### src/rtl/bsg_mcl_host_link_pkg.sv
// Shared types and constants for the manycore host link: packet layouts,
// opcodes and the per-channel flow-control state encoding.
package bsg_mcl_host_link_pkg;

  localparam logic [7:0]  FENCE_OP = 8'hFF;
  localparam int unsigned op_lsb   = 88;

  typedef enum logic [7:0] {
    ePacketOp_remote_load  = 8'h00,
    ePacketOp_remote_store = 8'h01,
    ePacketOp_remote_sw    = 8'h02,
    ePacketOp_remote_amo   = 8'h03
  } bsg_mcl_packet_op_e;

  // 128-bit host FIFO request; op must sit at op_lsb
  typedef struct packed {
    logic [31:0]        rsvd;
    bsg_mcl_packet_op_e op;
    logic [23:0]        tag;
    logic [31:0]        addr;
    logic [31:0]        payload;
  } bsg_mcl_request_s;

  typedef struct packed {
    logic [87:0]        rsvd;
    bsg_mcl_packet_op_e op;
    logic [31:0]        data;
  } bsg_mcl_response_s;

  typedef enum logic {
    eChanIdle  = 1'b0,
    eChanDrain = 1'b1
  } chan_state_e;

endpackage

### src/rtl/bsg_mcl_host_link_chan.sv
// One host-link channel: admission against credits and response-slot
// reservations, host fence drain, and write-ack generation for inbound stores.
module bsg_mcl_host_link_chan
  import bsg_mcl_host_link_pkg::*;
#(
  parameter int unsigned fifo_width_p      = 128,
  parameter int unsigned data_width_p      = 32,
  parameter int unsigned rsp_fifo_els_p    = 32,
  parameter int unsigned max_out_credits_p = 16,
  parameter int unsigned reserve_mode_p    = 1
) (
  input  logic                                   clk_i,
  input  logic                                   reset_n_i,
  input  logic                                   host_req_v_i,
  input  logic [fifo_width_p-1:0]                host_req_data_i,
  output logic                                   host_req_ready_o,
  output logic                                   ep_out_v_o,
  output logic [fifo_width_p-1:0]                ep_out_data_o,
  input  logic                                   ep_out_ready_i,
  input  logic [$clog2(max_out_credits_p+1)-1:0] ep_out_credits_i,
  input  logic                                   rsp_deq_i,
  input  logic [$clog2(rsp_fifo_els_p+1)-1:0]    rsp_vacancy_i,
  input  logic                                   mc_req_v_i,
  input  logic                                   mc_req_we_i,
  input  logic                                   mc_req_ready_i,
  output logic                                   mc_req_yumi_o,
  input  logic                                   host_rsp_v_i,
  input  logic [data_width_p-1:0]                host_rsp_data_i,
  output logic                                   host_rsp_ready_o,
  output logic                                   ep_returning_v_o,
  output logic [data_width_p-1:0]                ep_returning_data_o,
  output logic [$clog2(rsp_fifo_els_p+1)-1:0]    loads_reserved_o,
  output logic                                   fence_busy_o
);

  localparam int unsigned cred_w_lp = $clog2(max_out_credits_p+1);
  localparam int unsigned rsp_w_lp  = $clog2(rsp_fifo_els_p+1);

  chan_state_e         state_r, state_n;
  logic [rsp_w_lp-1:0] loads_reserved_r;
  logic                wr_ack_r;
  logic [7:0]          op;
  logic                is_fence, is_load, load_block, enable, load_acc;

  // Request decode and admission condition
  always_comb begin
    op       = host_req_data_i[op_lsb +: 8];
    is_fence = (op == FENCE_OP);
    is_load  = (op == 8'(ePacketOp_remote_load));
    if (reserve_mode_p != 0)
      load_block = (loads_reserved_r >= rsp_w_lp'(rsp_fifo_els_p));
    else
      load_block = (32'(rsp_vacancy_i) < 32'(max_out_credits_p));
    enable   = (ep_out_credits_i != '0) && !(is_load && load_block);
  end

  always_ff @(posedge clk_i or negedge reset_n_i) begin
    if (!reset_n_i) state_r <= eChanIdle;
    else            state_r <= state_n;
  end

  always_comb begin
    state_n          = state_r;
    host_req_ready_o = 1'b0;
    ep_out_v_o       = 1'b0;
    unique case (state_r)
      eChanIdle: begin
        if (is_fence) begin
          // fence is swallowed here and never reaches the endpoint
          host_req_ready_o = 1'b1;
          if (host_req_v_i) state_n = eChanDrain;
        end else begin
          ep_out_v_o       = host_req_v_i & enable;
          host_req_ready_o = ep_out_ready_i & enable;
        end
      end
      eChanDrain: begin
        if (ep_out_credits_i == cred_w_lp'(max_out_credits_p) && loads_reserved_r == '0)
          state_n = eChanIdle;
      end
      default: state_n = eChanIdle;
    endcase
  end

  assign ep_out_data_o = host_req_data_i;
  assign load_acc      = host_req_v_i & host_req_ready_o & is_load;

  // Outstanding response-slot reservations
  always_ff @(posedge clk_i or negedge reset_n_i) begin
    if (!reset_n_i) begin
      loads_reserved_r <= '0;
    end else begin
      unique case ({load_acc, rsp_deq_i})
        2'b10:   loads_reserved_r <= loads_reserved_r + rsp_w_lp'(1);
        2'b01:   if (loads_reserved_r != '0) loads_reserved_r <= loads_reserved_r - rsp_w_lp'(1);
        default: loads_reserved_r <= loads_reserved_r;
      endcase
    end
  end

  assert property (@(posedge clk_i) disable iff (!reset_n_i)
                   !(rsp_deq_i && loads_reserved_r == '0));

  assign mc_req_yumi_o = mc_req_v_i & mc_req_ready_i;

  always_ff @(posedge clk_i or negedge reset_n_i) begin
    if (!reset_n_i) wr_ack_r <= 1'b0;
    else            wr_ack_r <= mc_req_yumi_o & mc_req_we_i;
  end

  // Write acks preempt host load replies on the returning path
  always_comb begin
    host_rsp_ready_o    = 1'b1;
    ep_returning_v_o    = host_rsp_v_i;
    ep_returning_data_o = host_rsp_data_i;
    if (wr_ack_r) begin
      host_rsp_ready_o    = 1'b0;
      ep_returning_v_o    = 1'b1;
      ep_returning_data_o = '0;
    end
  end

  assign loads_reserved_o = loads_reserved_r;
  assign fence_busy_o     = (state_r == eChanDrain);

endmodule

### src/rtl/bsg_mcl_host_link_ctrl.sv
// Host link flow-control controller: num_endpoint_p independent channels,
// each admitting host requests and returning write acks for its endpoint.
module bsg_mcl_host_link_ctrl
  import bsg_mcl_host_link_pkg::*;
#(
  parameter int unsigned num_endpoint_p    = 1,
  parameter int unsigned fifo_width_p      = 128,
  parameter int unsigned data_width_p      = 32,
  parameter int unsigned rsp_fifo_els_p    = 32,
  parameter int unsigned max_out_credits_p = 16,
  parameter int unsigned reserve_mode_p    = 1
) (
  input  logic                                                       clk_i,
  input  logic                                                       reset_n_i,
  input  logic [num_endpoint_p-1:0]                                  host_req_v_i,
  input  logic [num_endpoint_p-1:0][fifo_width_p-1:0]                host_req_data_i,
  output logic [num_endpoint_p-1:0]                                  host_req_ready_o,
  output logic [num_endpoint_p-1:0]                                  ep_out_v_o,
  output logic [num_endpoint_p-1:0][fifo_width_p-1:0]                ep_out_data_o,
  input  logic [num_endpoint_p-1:0]                                  ep_out_ready_i,
  input  logic [num_endpoint_p-1:0][$clog2(max_out_credits_p+1)-1:0] ep_out_credits_i,
  input  logic [num_endpoint_p-1:0]                                  rsp_deq_i,
  input  logic [num_endpoint_p-1:0][$clog2(rsp_fifo_els_p+1)-1:0]    rsp_vacancy_i,
  input  logic [num_endpoint_p-1:0]                                  mc_req_v_i,
  input  logic [num_endpoint_p-1:0]                                  mc_req_we_i,
  input  logic [num_endpoint_p-1:0]                                  mc_req_ready_i,
  output logic [num_endpoint_p-1:0]                                  mc_req_yumi_o,
  input  logic [num_endpoint_p-1:0]                                  host_rsp_v_i,
  input  logic [num_endpoint_p-1:0][data_width_p-1:0]                host_rsp_data_i,
  output logic [num_endpoint_p-1:0]                                  host_rsp_ready_o,
  output logic [num_endpoint_p-1:0]                                  ep_returning_v_o,
  output logic [num_endpoint_p-1:0][data_width_p-1:0]                ep_returning_data_o,
  output logic [num_endpoint_p-1:0][$clog2(rsp_fifo_els_p+1)-1:0]    loads_reserved_o,
  output logic [num_endpoint_p-1:0]                                  fence_busy_o
);

  for (genvar i = 0; i < num_endpoint_p; i++) begin : g_chan
    bsg_mcl_host_link_chan #(
      .fifo_width_p      (fifo_width_p),
      .data_width_p      (data_width_p),
      .rsp_fifo_els_p    (rsp_fifo_els_p),
      .max_out_credits_p (max_out_credits_p),
      .reserve_mode_p    (reserve_mode_p)
    ) u_chan (
      .clk_i               (clk_i),
      .reset_n_i           (reset_n_i),
      .host_req_v_i        (host_req_v_i[i]),
      .host_req_data_i     (host_req_data_i[i]),
      .host_req_ready_o    (host_req_ready_o[i]),
      .ep_out_v_o          (ep_out_v_o[i]),
      .ep_out_data_o       (ep_out_data_o[i]),
      .ep_out_ready_i      (ep_out_ready_i[i]),
      .ep_out_credits_i    (ep_out_credits_i[i]),
      .rsp_deq_i           (rsp_deq_i[i]),
      .rsp_vacancy_i       (rsp_vacancy_i[i]),
      .mc_req_v_i          (mc_req_v_i[i]),
      .mc_req_we_i         (mc_req_we_i[i]),
      .mc_req_ready_i      (mc_req_ready_i[i]),
      .mc_req_yumi_o       (mc_req_yumi_o[i]),
      .host_rsp_v_i        (host_rsp_v_i[i]),
      .host_rsp_data_i     (host_rsp_data_i[i]),
      .host_rsp_ready_o    (host_rsp_ready_o[i]),
      .ep_returning_v_o    (ep_returning_v_o[i]),
      .ep_returning_data_o (ep_returning_data_o[i]),
      .loads_reserved_o    (loads_reserved_o[i]),
      .fence_busy_o        (fence_busy_o[i])
    );
  end

endmodule
### config.mk
export PLATFORM = sky130hd
export DESIGN_NAME = bsg_mcl_host_link_ctrl
export DESIGN_NICKNAME = d
export VERILOG_FILES = /design/src/rtl/bsg_mcl_host_link_pkg.sv /design/src/rtl/bsg_mcl_host_link_chan.sv /design/src/rtl/bsg_mcl_host_link_ctrl.sv
export SDC_FILE = /design/constraint.sdc
export NUM_CORES = 1
export LEC_CHECK = 0
export ABC_AREA = 1
export BUFFER_PORTS_ARGS = -buffer_cell sky130_fd_sc_hd__buf_2
export CORE_AREA = 2 2 138 140
export CTS_BUF_LIST = sky130_fd_sc_hd__clkbuf_4 sky130_fd_sc_hd__clkbuf_8
export DETAILED_ROUTE_END_ITERATION = 10
export DIE_AREA = 0 0 140 142
export GPL_ROUTABILITY_DRIVEN = 0
export PLACE_DENSITY_LB_ADDON = 0.15
export SLEW_MARGIN = 20
export SYNTH_ARGS = -nofsm -noshare
export SYNTH_HDL_FRONTEND = slang
export SYNTH_SLANG_ARGS = --single-unit
### constraint.sdc
create_clock -name clk_i -period 2.75 [get_ports clk_i]
set_clock_uncertainty 0.05 [all_clocks]
set_input_delay 0.275 -clock clk_i [delete_from_list [all_inputs] [get_ports clk_i]]
set_output_delay 0.275 -clock clk_i [all_outputs]
set_load 0.05 [all_outputs]
==> results.md, run 1 <==
| Step | Quantity | This run |
| --- | --- | --- |
| run status | Outcome | complete, but fails checks |
| run status | Violated checks | design-rule violations |
| clock tree | Post-CTS setup buffer count | 0 |
| clock tree | Master cell of the clock root buffer | sky130_fd_sc_hd__clkbuf_8 |
| final layout | Util after Layout | 9.749% |
| global route | Number of global-route vias before repair | 1,546 |
| clock tree | Clock transition at the register clock pins on the worst setup and hold paths after CTS | 0.05 ns |
| synth | Synth cell count leaders | sky130_fd_sc_hd__buf_4, sky130_fd_sc_hd__inv_1, sky130_fd_sc_hd__nor2_1 |
| clock tree | Clock latency reported for the late side of the worst-skew pair | 0.23 ns |
| synth | Synth async-reset ratio | 100.0% |
| critical path | Critical path start-end classification | reg2reg |
| critical path | Count of buffer and inverter cells on the critical path | 3 |
| power | Static Leak | 1.038 nW |
| routing | First-iteration detailed-routing DRC count | 73 |
| job | Number of violations of the max-capacitance limit | 0 |
| routing | Total number of vias | 1,433 |
| synth | Net count after synthesis | 470 |
| critical path | Worst path cell trace | inv_1, nand2_1, nor3_2, nand2_2, nand2_1, inv_1, ha_1, nand3_1, nand3b_1, nand2_1, nand2_1, a21o_1, inv_1, nand2_1, nand3_1, nand2_1, nand2_1 |
| critical path | Category of the worst setup path capture point | flip-flop |
| clock tree | H-tree lvl count | 1 |
| critical path | CP startpoint kind | flip-flop |
| critical path | Largest driver fanout on the critical path | 5 |
| final layout | Cell Count, Final, Fillers Out | 497 |
| timing | Slew at the pin closest to its max-slew limit | 0.8111 ns |
| critical path | Most used cell along the critical path | sky130_fd_sc_hd__nand2_1 |
| die | Row count | 50 |
| critical path | Critical-path cell with the highest stage delay | sky130_fd_sc_hd__dfrtp_1 |
| synth | Post-Synthesis Mean Instance Area | 6.686 µm² |
| critical path | Worst path max stage delay | 0.40 ns |
| die | Placeable core area | 18,460 µm² |
| place | Count of buffers inserted at the top-level ports | 105 |
| timing | Final setup viols | 0 |
| global route | Remaining global-route overflow | 0 |
| synth | Largest cells by area after synthesis | sky130_fd_sc_hd__buf_4, sky130_fd_sc_hd__dfrtp_1, sky130_fd_sc_hd__inv_1, sky130_fd_sc_hd__nor2_1, sky130_fd_sc_hd__nand2_1 |
| synth | Post-synth top area cell | sky130_fd_sc_hd__buf_4 |
| timing | Fin crit period | 2.442 ns |
| timing | Headroom to the max-slew limit | 45.93% |
| clock tree | Clock buffer depth | 2 |
| synth | Most used flip-flop cell after synthesis | sky130_fd_sc_hd__dfrtp_1 |
| routing | DRC | 25 |
| final layout | Layout overhead on the synthesized area | -5.581% |
| global route | Global-route wire length before repair | 10,180 µm |
| clock tree | Clock sinks | 8 |
| power | Power density cells | 645.6 nW/µm² |
| die | Initial standard-cell utilization of the core | 10.33% |
| synth | Number of synthesized register bits | 8 |
| place | Placed Instance Area | 1743 µm² |
| routing | Routed via count divided by cell count | 2.883 |
| die | Width of the chip | 140 µm |
| synth | Share of the synthesized area in the top cell type | 50.43% |
| synth | Sequential cell area fraction in the yosys report | 10.51% |
| critical path | Delay-heaviest family, CP | simple AND/OR/NAND/NOR gates |
| die | Chip height | 142 µm |
| power | Maximum vdd drop | 0.0003725 V |
| timing | Unrepaired setup endpoints after global routing | false |
| routing | Total detailed-routing wirelength | 7376 µm |
| timing | Max Fclk | 0.4096 GHz |
| synth | Synthesis Warnings | 0 |
| global route | Largest net degree at the start of global routing | 23 |
| timing | Share of the clock period used by the worst path after layout | 88.78% |
| final layout | Post-Layout Inst Area | 1799 µm² |
| timing | Setup ws final | 0.3084 ns |
| synth | Cell count after synthesis | 285 |
| timing | Final Max Slew Viols | 0 |
| synth | Library cell with the highest instance count after synthesis | sky130_fd_sc_hd__buf_4 |
| die | Count of boundary I/O pins | 352 |
| die | Die area | 19,880 µm² |
| place | Pre-CTS setup slack | 0.1651 ns |
| power | Power consumption | 1.162 mW |
| timing | Setup TNS Final | 0 ns |
| routing | Post-route ant nets | 0 |
| place | Detail Placement HPWL | 6660 µm |
| place | Dpl cells | 493 |
| timing | Worst hold margin | 0.2200 ns |
| final layout | Fraction of final layout cells with drive strength greater than 1 | 47.53% |
| final layout | Net count of the finished layout | 450 |
| timing | Final hold violation count | 0 |
| routing | Total iterations of the first detailed-routing run | 10 |
| min path | Worst Hold Class | in2reg |
| global route | Total track usage | 6.853% |
| critical path | CP arrival | 2.52 ns |
| clock tree | CTS tree | built |
| synth | Unique cell type count in the Yosys netlist | 26 |
| critical path | Crit path required time | 2.82 ns |
| routing | Post-DR wirelength/cell | 14.84 µm |
| global route | Antenna violations before repair | 0 |
| synth | Number of flops mapped to enable cells by yosys | 0 |
| final layout | Antenna fix cells | 0 |
| clock tree | Clock buffers created by TritonCTS | 3 |
| synth | Cell area after synthesis | 1906 µm² |
repair_timing:
| item | 4_1_cts | 5_1_grt |
|---|---|---|
| hold buffers | 1 | 0 |
| endpoints found under the hold margin | 8 | 0 |
| resized for setup | 0 | 1 |
| endpoints found under the setup margin | 0 | 1 |
state kept, by name, indices dropped and copies added, names as in the netlist:
signal	cells
g_chan.u_chan.loads_reserved_o	6
g_chan.u_chan.fence_busy_o	1
g_chan.u_chan.wr_ack_r	1
routing by layer:
layer	global-route usage [%]	wire [µm]
met3	4.038	994
met1	6.755	2515
met5	0	0
met2	11.87	3665
met4	2.711	200
area by class of cell:
class                           instances  area (µm²)
Clock buffer                            3       41.29
Fill cell                            2180       16660
Inverter                               45       168.9
Multi-Input combinational cell         99       545.5
Sequential cell                         8       200.2
Tap cell                              234       292.8
Timing Repair Buffer                  108       550.5
logic make-up (layout without fill, tap and decap cells):
| group | Yosys count | in the layout | synth area share (%) |
|---|---|---|---|
| AO/OA/AOI/OAI | 8 | 8 | 2.823 |
| XOR/XNOR | 4 | 4 | 2.233 |
| adder cells (fa/ha/maj) | 5 | 5 | 3.677 |
| buffers and inverters | 178 | 156 | 61.13 |
| flip-flops | 8 | 8 | 10.51 |
| AND/OR/NAND/NOR | 82 | 82 | 19.63 |
worst reg2reg max path, stage by stage (launching register included):
cell	delay, ns
sky130_fd_sc_hd__dfrtp_1	0.40
sky130_fd_sc_hd__inv_1	0.06
sky130_fd_sc_hd__nand2_1	0.09
sky130_fd_sc_hd__nor3_2	0.25
sky130_fd_sc_hd__nand2_2	0.11
sky130_fd_sc_hd__nand2_1	0.08
sky130_fd_sc_hd__inv_1	0.11
sky130_fd_sc_hd__ha_1	0.37
sky130_fd_sc_hd__nand3_1	0.10
sky130_fd_sc_hd__nand3b_1	0.14
sky130_fd_sc_hd__nand2_1	0.06
sky130_fd_sc_hd__nand2_1	0.06
sky130_fd_sc_hd__a21o_1	0.13
sky130_fd_sc_hd__inv_1	0.04
sky130_fd_sc_hd__nand2_1	0.08
sky130_fd_sc_hd__nand3_1	0.08
sky130_fd_sc_hd__nand2_1	0.07
sky130_fd_sc_hd__nand2_1	0.05
power breakdown:
part / leakage, nW / switching [mW] / internal, mW / total (mW)
registers: 0.0964 / 0.0738 / 0.165 / 0.239
clock network: 0.0216 / 0.0550 / 0.0957 / 0.151
logic: 0.920 / 0.540 / 0.232 / 0.772
placed cells by master (no fill, tap or decap), types with 2 or more instances in the layout:
master / count
sky130_fd_sc_hd__nand2_2: 3
sky130_fd_sc_hd__nor2_2: 3
sky130_fd_sc_hd__nor2_1: 41
sky130_fd_sc_hd__a21oi_2: 3
sky130_fd_sc_hd__inv_1: 45
sky130_fd_sc_hd__nand2_1: 17
sky130_fd_sc_hd__nand3_1: 7
sky130_fd_sc_hd__dfrtp_1: 8
sky130_fd_sc_hd__nand4_1: 3
sky130_fd_sc_hd__nand3_2: 2
sky130_fd_sc_hd__clkbuf_8: 3
sky130_fd_sc_hd__ha_1: 4
sky130_fd_sc_hd__xnor2_1: 3
sky130_fd_sc_hd__nand3b_1: 2
sky130_fd_sc_hd__buf_4: 2
sky130_fd_sc_hd__buf_2: 105
sky130_fd_sc_hd__o21ai_0: 2
final timing paths:
kind                                                      startpoint                              endpoint  slack, ns  depth (start not counted)
worst max-delay path                   g_chan[0].u_chan.fence_busy_o  g_chan[0].u_chan.loads_reserved_o[5]       0.31                         17
worst min-delay path                                     mc_req_we_i             g_chan[0].u_chan.wr_ack_r       0.22                          3
worst max register to register         g_chan[0].u_chan.fence_busy_o  g_chan[0].u_chan.loads_reserved_o[5]       0.31                         17
worst min register to register  g_chan[0].u_chan.loads_reserved_o[5]  g_chan[0].u_chan.loads_reserved_o[5]       0.48                          2
max in group asynchronous                                  reset_n_i  g_chan[0].u_chan.loads_reserved_o[2]       2.08                          2
min in group asynchronous                                  reset_n_i  g_chan[0].u_chan.loads_reserved_o[4]       0.37                          2
Note: power is estimated with default switching activity, not from simulation.
==> run 2: changes to the inputs <==
SYNTH_HIERARCHICAL = 1   (was unset)
==> run 2 against run 1 <==
The flow still finishes with violations (design-rule violations). Core utilization is essentially flat. Worst hold slack improved by 0.014 ns. Largest cell class unchanged. Routed wire length shrank 2.6%. First-iteration DRC count up 34%. Final cell count is the same. Highest routed layer unchanged. Register-to-register slack is essentially flat. Combinational power is 2% lower. Synthesized cell count unchanged. Sequential power rose by 2%. Sequential share of layout area is essentially flat. Flip-flop and latch count unchanged. Power shrank 1.7%.
==> results.md, run 2 <==
| Step | Quantity | This run | Delta |
| --- | --- | --- | --- |
| clock tree | Clock buffer depth | 2 | unchanged |
| die | Chip height | 142 µm | unchanged |
| min path | Source of the worst hold timing path | mc_req_we_i | unchanged |
| critical path | Critical path start-end classification | reg2reg | unchanged |
| synth | Post-synth top area cell | sky130_fd_sc_hd__buf_4 | unchanged |
| timing | Final Max Slew Viols | 0 | unchanged |
| routing | First-iteration detailed-routing DRC count | 98 | was 73 |
| run status | Violated checks | design-rule violations | unchanged |
| die | Width of the chip | 140 µm | unchanged |
| clock tree | Clock sinks | 8 | unchanged |
| synth | Unique cell type count in the Yosys netlist | 26 | unchanged |
| timing | Fin crit period | 2.432 ns | was 2.442 ns |
| clock tree | Master cell of the clock root buffer | sky130_fd_sc_hd__clkbuf_8 | unchanged |
| global route | Global-route wire length before repair | 9832 µm | was 10,180 µm |
| final layout | Net count of the finished layout | 450 | unchanged |
| timing | Slew at the pin closest to its max-slew limit | 0.9070 ns | was 0.8111 ns |
| power | Static Leak | 1.037 nW | was 1.038 nW |
| global route | Total track usage | 6.537% | was 6.853% |
| power | Net switching power of the design | 658.0 µW | was 668.6 µW |
| critical path | Startpoint of the most critical setup path | g_chan[0].u_chan/fence_busy_o | was g_chan[0].u_chan.fence_busy_o |
| final layout | Filler Cells Inserted | 2,165 | was 2,180 |
| power | Logic pwr share | 66.0% | was 66.5% |
| die | Initial standard-cell utilization of the core | 10.26% | was 10.33% |
| routing | Post-DR wirelength/cell | 14.46 µm | was 14.84 µm |
| final layout | Fraction of final layout cells with drive strength greater than 1 | 47.53% | unchanged |
| synth | Main combinational cell family by area after synthesis | buffers and inverters | unchanged |
| min path | Worst Hold Class | in2reg | unchanged |
| critical path | RR Startpoint | g_chan[0].u_chan/fence_busy_o | was g_chan[0].u_chan.fence_busy_o |
| critical path | CP startpoint kind | flip-flop | unchanged |
| power | Maximum vdd drop | 0.0005524 V | was 0.0003725 V |
| power | Internal Power | 484.3 µW | was 492.9 µW |
| synth | Synthesis Warnings | 6 | was 0 |
| clock tree | Post-CTS setup buffer count | 0 | unchanged |
| final layout | Area of the multi-input gates | 539.3 µm² | was 545.5 µm² |
| timing | Headroom to the max-slew limit | 39.53% | was 45.93% |
| final layout | Post-Layout Inst Area | 1797 µm² | was 1799 µm² |
| final layout | Flip-flop count of the largest register after layout | 6 | unchanged |
| synth | Number of synthesized register bits | 8 | unchanged |
| final layout | Antenna fix cells | 0 | unchanged |
| global route | Number of global-route vias before repair | 1,580 | was 1,546 |
| power | Power density cells | 635.8 nW/µm² | was 645.6 nW/µm² |
| clock tree | Clock transition at the register clock pins on the worst setup and hold paths after CTS | 0.05 ns | about the same |
| place | Count of buffers inserted at the top-level ports | 105 | unchanged |
| clock tree | CTS tree | built | unchanged |
| synth | Synth cell count leaders | sky130_fd_sc_hd__buf_4, sky130_fd_sc_hd__inv_1, sky130_fd_sc_hd__nor2_1 | unchanged |
| synth | Share of the synthesized area in the top cell type | 50.73% | was 50.43% |
| synth | Largest cells by area after synthesis | sky130_fd_sc_hd__buf_4, sky130_fd_sc_hd__dfrtp_1, sky130_fd_sc_hd__inv_1, sky130_fd_sc_hd__nor2_1, sky130_fd_sc_hd__nand2_1 | unchanged |
| timing | Final setup viols | 0 | unchanged |
| clock tree | Clock latency reported for the late side of the worst-skew pair | 0.23 ns | about the same |
| die | Die area | 19,880 µm² | unchanged |
| power | Sw Ratio | 57.60% | was 57.56% |
| synth | Sequential cell area fraction in the yosys report | 10.57% | was 10.51% |
| clock tree | Clock buffers created by TritonCTS | 3 | unchanged |
| power | Seq pwr share | 21.3% | was 20.6% |
| timing | Unrepaired setup endpoints after global routing | false | unchanged |
| run status | Outcome | complete, but fails checks | unchanged |
| timing | Max Fclk | 0.4113 GHz | was 0.4096 GHz |
| synth | Share of synthesized cell area in and, or, nand and nor gates | 19.02% | was 19.63% |
| critical path | Category of the worst setup path capture point | flip-flop | unchanged |
| clock tree | H-tree lvl count | 1 | unchanged |
| synth | Synth Area in Compound Gates | 3.236% | was 2.823% |
| routing | Total iterations of the first detailed-routing run | 10 | unchanged |
| synth | Mux contribution to synthesized area | 0% | unchanged |
| final layout | Most frequent cells in the layout | sky130_fd_sc_hd__buf_2, sky130_fd_sc_hd__inv_1, sky130_fd_sc_hd__nor2_1 | unchanged |
| timing | Share of the clock period used by the worst path after layout | 88.42% | was 88.78% |
| timing | Setup TNS Final | 0 ns | unchanged |
| die | Row count | 50 | unchanged |
| synth | Post-Synthesis Mean Instance Area | 6.647 µm² | was 6.686 µm² |
| routing | Total detailed-routing wirelength | 7185 µm | was 7376 µm |
| routing | Routed via count divided by cell count | 2.918 | was 2.883 |
| timing | Final hold violation count | 0 | unchanged |
| synth | Most used flip-flop cell after synthesis | sky130_fd_sc_hd__dfrtp_1 | unchanged |
| die | Count of boundary I/O pins | 352 | unchanged |
| routing | Total number of vias | 1,450 | was 1,433 |
| place | Placed Instance Area | 1740 µm² | was 1743 µm² |
| global route | Remaining global-route overflow | 0 | unchanged |
| synth | XOR/XNOR Fraction of Synth Area | 2.246% | was 2.232% |
| synth | Library cell with the highest instance count after synthesis | sky130_fd_sc_hd__buf_4 | unchanged |
| power | Fraction of power consumed by the clock network | 12.6% | was 13.0% |
| critical path | Largest driver fanout on the critical path | 4 | was 5 |
| critical path | Crit path required time | 2.82 ns | about the same |
| final layout | Register area | 200.2 µm² | unchanged |
| timing | Worst hold margin | 0.2345 ns | was 0.2200 ns |
| synth | Cell area after synthesis | 1894 µm² | was 1906 µm² |
| synth | Net count after synthesis | 470 | unchanged |
| synth | Cell count after synthesis | 285 | unchanged |
| routing | DRC | 25 | unchanged |
| critical path | CP arrival | 2.50 ns | was 2.52 ns |
| place | Detail Placement HPWL | 6486 µm | was 6660 µm |
| final layout | Most common library cell in the layout ignoring fill and taps | sky130_fd_sc_hd__buf_2 | unchanged |
| synth | Synth async-reset ratio | 100.0% | unchanged |
| synth | Adder-Cell Fraction of Synth Area | 3.699% | was 3.677% |
| global route | Antenna violations before repair | 0 | unchanged |
| routing | Post-route ant nets | 0 | unchanged |
| synth | Number of flops mapped to enable cells by yosys | 0 | unchanged |
| die | Placeable core area | 18,460 µm² | unchanged |
| global route | Largest net degree at the start of global routing | 26 | was 23 |
| final layout | Layout overhead on the synthesized area | -5.152% | was -5.581% |
| job | Number of violations of the max-capacitance limit | 0 | unchanged |
## run 2: kinds of logic (layout without fill, tap and decap cells)
kind of cell,Yosys count,count (layout)
buffers and inverters,179,157
AND/OR/NAND/NOR,79,79
AO/OA/AOI/OAI,10,10
flip-flops,8,8
adder cells (fa/ha/maj),5,5
XOR/XNOR,4,4
## run 2: worst paths after layout
check                                                       endpoint  slack (ns)  cells after the start
worst max-delay path            g_chan[0].u_chan/loads_reserved_o[5]        0.32                     16
worst min-delay path                       g_chan[0].u_chan/wr_ack_r        0.23                      3
worst max register to register  g_chan[0].u_chan/loads_reserved_o[5]        0.32                     16
worst min register to register  g_chan[0].u_chan/loads_reserved_o[5]        0.51                      2
max in group asynchronous       g_chan[0].u_chan/loads_reserved_o[1]        2.08                      2
min in group asynchronous       g_chan[0].u_chan/loads_reserved_o[4]        0.38                      2
## run 2: final cells by class
type / count / share of cell area, %
inverters: 46 / 9.610
flip-flops and latches: 8 / 11.14
well taps: 234 / 16.30
clock buffers: 3 / 2.298
multi-input cells: 98 / 30.01
repair buffers: 108 / 30.64
## run 2: timing repair
item,CTS,global route
endpoints found under the setup margin,0,1
resized for setup,0,1
endpoints found under the hold margin,8,0
hold buffers,1,0
## run 2: critical path, cell delays in order, from the launching register on
cell,delay (ns)
sky130_fd_sc_hd__dfrtp_1,0.39
sky130_fd_sc_hd__inv_1,0.06
sky130_fd_sc_hd__nand2_1,0.09
sky130_fd_sc_hd__nor3_2,0.26
sky130_fd_sc_hd__nand2_2,0.11
sky130_fd_sc_hd__nand2_1,0.08
sky130_fd_sc_hd__inv_1,0.07
sky130_fd_sc_hd__ha_1,0.33
sky130_fd_sc_hd__nand3_1,0.10
sky130_fd_sc_hd__nand3_1,0.11
sky130_fd_sc_hd__nand2_1,0.08
sky130_fd_sc_hd__nand2_1,0.05
sky130_fd_sc_hd__a21oi_1,0.17
sky130_fd_sc_hd__nand3b_1,0.17
sky130_fd_sc_hd__nand3_1,0.08
sky130_fd_sc_hd__nand2_1,0.08
sky130_fd_sc_hd__nand2_1,0.04
## run 2: power groups by stage
stage / Combinational, mW / Clock [mW] / Sequential (mW)
after global placement: 0.758 / 0 / 0.250
after detailed placement: 0.759 / 0 / 0.250
after floorplan: 0.900 / 0 / 0.382
final: 0.754 / 0.144 / 0.244
after CTS: 0.764 / 0.150 / 0.249
after global routing: 0.822 / 0.160 / 0.256
## run 2: routing by layer
layer / global-route usage, % / vias to the layer above / share of wire, %
met5: 0 / - / 0
met4: 2.764 / 0 / 2.6
met3: 4.542 / 20 / 17
met2: 10.60 / 160 / 48
met1: 6.527 / 603 / 33
li1: - / 667 / -
## run 2: through the flow
stage,std cells,setup slack (ns),total power [mW],util (%)
finish,497,0.3184,1.142,9.736
global placement,493,0.2182,1.007,9.431
floorplan,285,0.2361,1.281,-
detailed placement,493,0.1985,1.009,9.431
global route,497,0.04927,1.238,9.736
CTS,497,0.2028,1.162,9.708
==> run 3: changes to the inputs <==
clock period = 2.3 ns   (was 2.75 ns; I/O delays follow)
==> run 3 against run 2 <==
The run still ends with design-rule violations left. Non-clock buffer count is 13 higher. Combinational power grew 39%. Sequential power increased by 22%. Routed wire length rose by 12%. Global-route usage increased by 0.77 points. Sequential share of layout area fell by 0.95 points. Critical endpoint unchanged. Highest routed layer unchanged.
==> results.md, run 3 (synthesis results as in run 2) <==
| Step | Quantity | This run | Delta |
| --- | --- | --- | --- |
| run status | Outcome | complete, but fails checks | unchanged |
| run status | Violated checks | design-rule violations | unchanged |
| final layout | Filler Cells Inserted | 2,166 | was 2,165 |
| timing | Share of the clock period used by the worst path after layout | 94.72% | was 88.42% |
| timing | Max Fclk | 0.4590 GHz | was 0.4113 GHz |
| timing | Fin crit period | 2.179 ns | was 2.432 ns |
| clock tree | H-tree lvl count | 1 | unchanged |
| critical path | CP startpoint kind | flip-flop | unchanged |
| routing | First-iteration detailed-routing DRC count | 73 | was 98 |
| critical path | Largest driver fanout on the critical path | 4 | unchanged |
| routing | Post-route ant nets | 0 | unchanged |
| final layout | Most frequent cells in the layout | sky130_fd_sc_hd__buf_2, sky130_fd_sc_hd__inv_1, sky130_fd_sc_hd__nor2_1 | unchanged |
| critical path | Crit path required time | 2.37 ns | was 2.82 ns |
| final layout | Antenna fix cells | 0 | unchanged |
| final layout | Fraction of final layout cells with drive strength greater than 1 | 55.96% | was 47.53% |
| routing | Total detailed-routing wirelength | 8040 µm | was 7185 µm |
| global route | Remaining global-route overflow | 0 | unchanged |
| job | Number of violations of the max-capacitance limit | 0 | unchanged |
| critical path | Cells on worst reg2reg path | 16 | unchanged |
| die | Width of the chip | 140 µm | unchanged |
| power | Power density cells | 782.3 nW/µm² | was 635.8 nW/µm² |
| min path | Worst Hold Class | in2reg | unchanged |
| die | Count of boundary I/O pins | 352 | unchanged |
| critical path | Critical path start-end classification | reg2reg | unchanged |
| clock tree | Clock buffer depth | 2 | unchanged |
| final layout | Most common library cell in the layout ignoring fill and taps | sky130_fd_sc_hd__buf_2 | unchanged |
| die | Placeable core area | 18,460 µm² | unchanged |
| clock tree | Clock latency reported for the late side of the worst-skew pair | 0.24 ns | was 0.23 ns |
| routing | Routed length on met1 | 2645 µm | was 2391 µm |
| die | Chip height | 142 µm | unchanged |
| final layout | Layout overhead on the synthesized area | 5.020% | was -5.152% |
| global route | Global-route wire length before repair | 10,810 µm | was 9832 µm |
| routing | Wire length on met3 | 1146 µm | was 1189 µm |
| timing | Slew at the pin closest to its max-slew limit | 0.3919 ns | was 0.9070 ns |
| place | Detail Placement HPWL | 7120 µm | was 6486 µm |
| global route | Total track usage | 7.309% | was 6.537% |
| critical path | Reg2reg setup slack | 0.12 ns | was 0.32 ns |
| die | Initial standard-cell utilization of the core | 10.26% | unchanged |
| critical path | Category of the worst setup path capture point | flip-flop | unchanged |
| routing | Total iterations of the first detailed-routing run | 7 | was 10 |
| global route | Number of global-route vias before repair | 1,630 | was 1,580 |
| timing | Headroom to the max-slew limit | 73.87% | was 39.53% |
| min path | Worst hold path depth | 3 | unchanged |
| routing | Total number of vias | 1,519 | was 1,450 |
| critical path | Endpoint of the most critical register-to-register path | g_chan[0].u_chan/loads_reserved_o[5] | unchanged |
| critical path | CP arrival | 2.25 ns | was 2.50 ns |
| place | Count of buffers inserted at the top-level ports | 105 | unchanged |
| timing | Final Max Slew Viols | 0 | unchanged |
| timing | Final setup viols | 0 | unchanged |
| routing | DRC | 25 | unchanged |
| die | Die area | 19,880 µm² | unchanged |
| routing | Post-DR wirelength/cell | 15.73 µm | was 14.46 µm |
| timing | Setup ws final | 0.1214 ns | was 0.3184 ns |
| power | Maximum vdd drop | 0.0005359 V | was 0.0005524 V |
| final layout | Register area | 202.7 µm² | was 200.2 µm² |
| timing | Worst hold margin | 0.1558 ns | was 0.2345 ns |
| clock tree | CTS tree | built | unchanged |
| routing | Routed via count divided by cell count | 2.973 | was 2.918 |
| critical path | RR Startpoint | g_chan[0].u_chan/fence_busy_o | unchanged |
| clock tree | Clock sinks | 8 | unchanged |
| final layout | Area of the multi-input gates | 621.8 µm² | was 539.3 µm² |
| die | Row count | 50 | unchanged |
| routing | Detailed-routed wire length on met2 | 3885 µm | was 3419 µm |
| power | Static Leak | 1.117 nW | was 1.037 nW |
| global route | Antenna violations before repair | 0 | unchanged |
| place | Pre-CTS setup slack | -0.1229 ns | was 0.1985 ns |
| global route | Largest net degree at the start of global routing | 35 | was 26 |
| clock tree | Master cell of the clock root buffer | sky130_fd_sc_hd__clkbuf_8 | unchanged |
| final layout | Flip-flop count of the largest register after layout | 6 | unchanged |
| clock tree | Clock buffers created by TritonCTS | 3 | unchanged |
| final layout | Net count of the finished layout | 463 | was 450 |
| clock tree | Clock transition at the register clock pins on the worst setup and hold paths after CTS | 0.05 ns | about the same |
| min path | Worst Hold Endpoint | g_chan[0].u_chan/wr_ack_r | unchanged |
| routing | Highest metal used | met4 | unchanged |
| timing | Final hold violation count | 0 | unchanged |
| min path | Source of the worst hold timing path | mc_req_we_i | unchanged |
[run 3: final cells by class]
type	count	share of cell area [%]
multi-input combinational	98	31.26
inverter	46	8.805
tap	234	14.72
timing repair buffer	121	32.58
clock buffer	4	2.453
sequential	8	10.19
[run 3: stage by stage]
step                setup TNS (ns)  cell area, µm²  util, %  std cells  total power, mW
floorplan                        0            1902        -        285            1.534
finish                           0            1989    10.78        511            1.556
detailed placement         -0.1568            1838    9.959        505            1.263
global route             -0.009652            1989    10.78        511            1.661
CTS                              0            1897    10.28        510            1.484
global placement           -0.1958            1838    9.959        505            1.272
[run 3: worst max path at each step]
stage / endpoint / depth (start not counted) / slack [ns] / startpoint
floorplan: g_chan[0].u_chan/loads_reserved_o[5] / 16 / 0.002 / g_chan[0].u_chan/fence_busy_o
global placement: g_chan[0].u_chan/loads_reserved_o[5] / 20 / -0.14 / host_req_data_i[95]
detailed placement: g_chan[0].u_chan/loads_reserved_o[5] / 20 / -0.12 / host_req_data_i[95]
CTS: g_chan[0].u_chan/loads_reserved_o[5] / 16 / 0.03 / g_chan[0].u_chan/fence_busy_o
global route: g_chan[0].u_chan/loads_reserved_o[5] / 16 / -0.01 / g_chan[0].u_chan/fence_busy_o
finish: g_chan[0].u_chan/loads_reserved_o[5] / 16 / 0.12 / g_chan[0].u_chan/fence_busy_o
[run 3: worst max-delay path, cell delays in order (launching register included)]
cell	delay [ns]
sky130_fd_sc_hd__dfrtp_2	0.41
sky130_fd_sc_hd__inv_2	0.07
sky130_fd_sc_hd__nand2_4	0.06
sky130_fd_sc_hd__nor3_4	0.20
sky130_fd_sc_hd__nand2_2	0.10
sky130_fd_sc_hd__nand2_4	0.09
sky130_fd_sc_hd__inv_4	0.05
sky130_fd_sc_hd__ha_4	0.23
sky130_fd_sc_hd__nand3_1	0.10
sky130_fd_sc_hd__nand3_2	0.09
sky130_fd_sc_hd__nand2_1	0.07
sky130_fd_sc_hd__nand2_1	0.06
sky130_fd_sc_hd__a21oi_2	0.14
sky130_fd_sc_hd__nand3b_1	0.15
sky130_fd_sc_hd__nand3_1	0.08
sky130_fd_sc_hd__nand2_1	0.08
sky130_fd_sc_hd__nand2_1	0.05
[run 3: metal layers]
layer	global-route usage [%]	up-vias
met2	12.32	133
met5	0	-
met3	4.004	30
met1	7.242	661
met4	3.987	0
li1	-	695
[run 3: power by group]
| part | internal, mW | leakage (nW) | switching, mW | total (mW) |
|---|---|---|---|---|
| Sequential | 0.199 | 0.0937 | 0.0992 | 0.298 |
| Combinational | 0.361 | 0.997 | 0.692 | 1.05 |
| Clock | 0.133 | 0.0262 | 0.0722 | 0.206 |
| Total | 0.693 | 1.12 | 0.863 | 1.56 |
[run 3: what timing repair did]
action,CTS,global route
hold buffers,1,0
endpoints found under the setup margin,0,2
resized for setup,0,19
endpoints found under the hold margin,8,0
setup buffers,0,1
